[config.mk]
export PLATFORM = sky130hd
export DESIGN_NAME = s_axi_stream_buffer
export DESIGN_NICKNAME = d
export VERILOG_FILES = /design/src/rtl/s_axi_stream_buffer.sv
export SDC_FILE = /design/constraint.sdc
export NUM_CORES = 1
export LEC_CHECK = 0
export ABC_AREA = 1
export CAP_MARGIN = 20
export CORE_ASPECT_RATIO = 0.75
export CORE_MARGIN = 8
export CORE_UTILIZATION = 50
export DETAILED_ROUTE_END_ITERATION = 16
export PLACE_DENSITY = 0.67
export SLEW_MARGIN = 15
export SYNTH_ARGS = -nofsm -noshare
export SYNTH_HDL_FRONTEND = slang
export SYNTH_SLANG_ARGS = --single-unit
export TNS_END_PERCENT = 30
[constraint.sdc]
create_clock -name clk -period 3.3 [get_ports clk]
set_input_delay 0.33 -clock clk [delete_from_list [all_inputs] [get_ports clk]]
set_output_delay 0.33 -clock clk [all_outputs]
set_load 0.05 [all_outputs]
[src/rtl/s_axi_stream_buffer.sv]
`default_nettype none
// ============================================================================
// Module   : s_axi_stream_buffer
// Brief    : AXI4-Stream slave that captures one frame into a 2**BUFSIZE-word
//            buffer and holds it for a local reader until ack.
//            Optional macro S_AXIS_PATTERN_CHECK_EN adds an incrementing-data checker.
// Revision : 1.0 - initial release
// ============================================================================
module s_axi_stream_buffer #(
  parameter int DWIDTH  = 32,
  parameter int BUFSIZE = 5
) (
  input  logic                  clk,
  input  logic                  xrst,
  input  logic                  tvalid,
  output logic                  tready,
  input  logic [DWIDTH-1:0]     tdata,
  input  logic [DWIDTH/8-1:0]   tstrb,
  input  logic                  tlast,
  input  logic [BUFSIZE-1:0]    rd_addr,
  output logic [DWIDTH-1:0]     rd_data,
  output logic                  done,
  output logic [BUFSIZE:0]      count,
  output logic                  overflow,
  input  logic                  ack,
  output logic                  err
);

  localparam int WORDS = 2 ** BUFSIZE;

  localparam logic [1:0] S_IDLE = 2'd0;
  localparam logic [1:0] S_RECV = 2'd1;
  localparam logic [1:0] S_DONE = 2'd2;

  localparam logic [BUFSIZE:0] c_words = {1'b1, {BUFSIZE{1'b0}}};
  localparam logic [BUFSIZE:0] c_last  = {1'b0, {BUFSIZE{1'b1}}};

  logic [1:0]         state_q, state_d;
  logic [BUFSIZE:0]   wr_ptr_q, wr_ptr_d;
  logic               tready_q, tready_d;
  logic               done_q, done_d;
  logic               ovf_q, ovf_d;
  logic [DWIDTH-1:0]  rd_data_q;
  logic [DWIDTH-1:0]  mem [WORDS];

  logic               w_accept;
  logic               w_full;
  logic               w_frame_end;
  logic               w_release;
  logic [DWIDTH-1:0]  w_wdata;

  assign w_accept    = tvalid & tready_q & (state_q == S_RECV);
  assign w_full      = (wr_ptr_q == c_last);
  assign w_frame_end = w_accept & (tlast | w_full);
  assign w_release   = (state_q == S_DONE) & ack;

  for (genvar b = 0; b < DWIDTH/8; b++) begin : g_byte
    assign w_wdata[8*b +: 8] = tstrb[b] ? tdata[8*b +: 8] : 8'h00;
  end

  always_comb begin
    state_d  = state_q;
    wr_ptr_d = wr_ptr_q;
    done_d   = done_q;
    ovf_d    = ovf_q;
    case (state_q)
      S_IDLE: state_d = S_RECV;
      S_RECV: begin
        if (w_accept) begin
          wr_ptr_d = wr_ptr_q + (BUFSIZE+1)'(1);
          if (w_frame_end) begin
            state_d = S_DONE;
            done_d  = 1'b1;
            ovf_d   = w_full & ~tlast;
          end
        end
      end
      S_DONE: begin
        if (ack) begin
          state_d  = S_RECV;
          wr_ptr_d = '0;
          done_d   = 1'b0;
          ovf_d    = 1'b0;
        end
      end
      default: state_d = S_IDLE;
    endcase
    // Dropping ready on the same edge as the frame-end beat keeps the master from
    // pushing an extra beat into a held frame.
    tready_d = (state_d == S_RECV) && (wr_ptr_d < c_words);
  end

  always_ff @(posedge clk or posedge xrst) begin
    if (xrst) begin
      state_q   <= S_IDLE;
      wr_ptr_q  <= '0;
      tready_q  <= 1'b0;
      done_q    <= 1'b0;
      ovf_q     <= 1'b0;
      rd_data_q <= '0;
    end else begin
      state_q   <= state_d;
      wr_ptr_q  <= wr_ptr_d;
      tready_q  <= tready_d;
      done_q    <= done_d;
      ovf_q     <= ovf_d;
      rd_data_q <= mem[rd_addr];
    end
  end

  always_ff @(posedge clk) begin
    if (w_accept) begin
      mem[wr_ptr_q[BUFSIZE-1:0]] <= w_wdata;
    end
  end

`ifdef S_AXIS_PATTERN_CHECK_EN
  logic [DWIDTH-1:0] exp_q;
  logic              err_q;

  always_ff @(posedge clk or posedge xrst) begin
    if (xrst) begin
      exp_q <= DWIDTH'(1);
      err_q <= 1'b0;
    end else if (w_release) begin
      exp_q <= DWIDTH'(1);
      err_q <= 1'b0;
    end else if (w_accept) begin
      exp_q <= exp_q + DWIDTH'(1);
      if (tdata != exp_q) begin
        err_q <= 1'b1;
      end
    end
  end

  assign err = err_q;
`else
  assign err = 1'b0;
`endif

  assign tready   = tready_q;
  assign done     = done_q;
  assign count    = wr_ptr_q;
  assign overflow = ovf_q;
  assign rd_data  = rd_data_q;

endmodule
`default_nettype wire

==> impl_metrics.ini <==
[placed_design]
post-place-ws_ns = 0.7121
place_area_mm2 = 0.04588
dp_hpwl_mm = 65.02
place_congestion = 0.8217
portBuffers = 86

[pwr]
power_mw = 28.99
p_switching_mw = 6.981
swShare = 0.2408
power.internal_mw = 22.01
peakVddDrop_v = 0.0005048
powerDensity_mw_per_mm2 = 591.2
p_comb_frac = 0.092
power_frac_seq = 0.524
power_leakage_nw = 18.41
power_frac_clock = 0.384

[timing]
fmax_mhz = 386.5
drv_slew = 0
final.setup.worst_slack_ns = 0.7128
maxSlewHeadroom = 0.5040
setup_viol = 0
rsz0062_at_grt = no
finalCritPeriodShare = 0.7840
fin_worst_skew_ns = 0.03488
fin_crit_ns = 2.587
tns_ns = 0
hold_viol_final = 0
worst_slew_pin_slew_ns = 0.7422

[floorplanning]
io-pin-count = 88
die-height_um = 271.5
die_area_mm2 = 0.09685
initial_core_util = 0.5055
row_count = 93
coreArea_mm2 = 0.08611
die_w_um = 356.7

[detailed_routing]
avgViaCountPerCell = 5.667
ant_nets = 0
post_drt_wl_per_cell_um = 22.60
first_iter_violations = 3601
vias = 28483
drt_first_pass_iters = 6
drcViolationCount = 0
finalWirelength_mm = 113.6

[job]
drv_cap = 0

[global_route]
grt_antenna_before_repair = 1
grt-ovfl-total = 0
grt_usage = 0.2301
grt_pass1_vias = 26404
grt_max_degree = 155
grt_pass1_wl_mm = 169.5

[synth]
ys.warnings.count = 0
synth_seq_area_share = 0.7312
avgSynthCellArea_um2 = 11.76
ys_ff_latch = 1067
synth_cells = 3702
syn-num-nets = 3756
synth_cell_types = 25
synth_area_mm2 = 0.04353

[cts]
clk_pin_slew_worst_paths_ns = 0.06
cts_max_path_buffers = 3
root_buffer = clkbuf_16
ctsResizeCount = 0
cts_tree = done
htree_levels = 3
clk-insertion-delay-late_ns = 0.67
clock_sinks = 1067
numCtsBuffers = 101

[cells_and_area]
final_area_mm2 = 0.04903
mostFrequentLayoutCells = nand2_1 (1507), edfxtp_1 (1024), nand3_1 (775)
area_delta_synth_final_pct = 12.64
fill_cells = 6956
final_common_cell = nand2_1
drive_gt1_frac = 0.08183
antenna_cells = 0
final_nets = 3856

[critical_path]
cp.required_ns = 3.62
critPathMaxFanout = 17
arrival_ns = 2.90
startpoint_type = register
endpoint_kind = register
crit_path_start = state_q[1]
path_class = reg2reg
r2r_start = state_q[1]

[worst_hold_path]
hold_start = rd_addr[3]
hp-class = in2reg

[run_status]
status = completed
cell families after synthesis:
logic type / after synthesis / share of synthesized area
AOI/OAI and AO/OA: 16 / 0.001897
adders and majority gates: 8 / 0.002300
buffers and inverters: 282 / 0.04122
DFF: 1067 / 0.7312
other: 1 / 0.00008615
and+or+nand+nor: 2328 / 0.2233
path summary, 6_finish.rpt:
check	to	slack [ns]	cells past startpoint
setup / recovery	mem[10][23]	0.71	7
hold / removal	rd_data[6]	0.23	5
setup reg to reg	mem[10][23]	0.71	7
hold reg to reg	overflow	0.55	2
max in group asynchronous	rd_data[13]	2.21	4
min in group asynchronous	rd_data[30]	0.43	3
flip-flops by register name, indices dropped and copies added (netlist names):
register  flops
count         6
rd_data      32
tready        1
done          1
overflow      1
state_q       2
mem        1024
synthesized netlist by cell type (all sizes together):
| library cell | count | area share |
|---|---|---|
| inv | 57 | 0.0051 |
| clkbuf | 26 | 0.0022 |
| nor4 | 1 | 0.00014 |
| buf | 198 | 0.034 |
| o21ai | 7 | 0.00080 |
| clkinv | 1 | 0.000086 |
| nand3b | 1 | 0.00017 |
| nand2 | 1507 | 0.13 |
| edfxtp | 1024 | 0.71 |
| nor2 | 44 | 0.0040 |
| a21oi | 8 | 0.00092 |
| dfrtp | 43 | 0.025 |
| nand3 | 775 | 0.089 |
| ha | 8 | 0.0023 |
| conb | 1 | 0.000086 |
| o21bai | 1 | 0.00017 |
per-stage QoR:
step | std cells | util | hold slack (ns)
floorplan | 3702 | - | 0.5171
global placement | 4838 | 0.5328 | 0.5300
detailed placement | 4838 | 0.5328 | 0.5418
CTS | 5026 | 0.5694 | 0.2098
global route | 5026 | 0.5694 | 0.2383
finish | 5026 | 0.5694 | 0.2327
area by class of cell:
class | instances | area (um2) | area share
timing repair buffer | 221 | 2243 | 0.04575
sequential | 1067 | 31830 | 0.6491
multi-input combinational | 2353 | 10150 | 0.2070
clock buffer | 148 | 2878 | 0.05869
clock inverter | 39 | 262.8 | 0.005359
inverter | 58 | 247.7 | 0.005053
tap | 1140 | 1426 | 0.02909
routing by layer:
metal | global-route usage | vias up | part of all wire
met2 | 0.3390 | 1420 | 0.44
met1 | 0.3505 | 13862 | 0.44
met3 | 0.03998 | 190 | 0.093
li1 | - | 13011 | -
met4 | 0.06802 | 0 | 0.028
met5 | 0 | - | 0
power groups by stage:
stage                     logic, mW  registers (mW)  clock network, mW
final                          2.67            15.2               11.1
after floorplan                1.40            15.7                  0
after detailed placement       2.65            15.5                  0
after global routing           2.88            15.2               11.8
after global placement         2.62            15.5                  0
after CTS                      2.66            15.2               11.2
critical path, cell delays in order, from the launching register on:
cell	delay, ns
dfrtp_1	0.39
inv_1	0.10
ha_1	0.21
inv_1	0.11
nor2_4	0.23
nand2_1	0.46
nor2_4	0.34
buf_4	0.36
what timing repair did:
action	in CTS	in global routing
hold buffers	1	0
endpoints found under the hold margin	6	0
setup buffers	0	0
setup endpoints to repair	0	0
(Power assumes the default switching activity.)
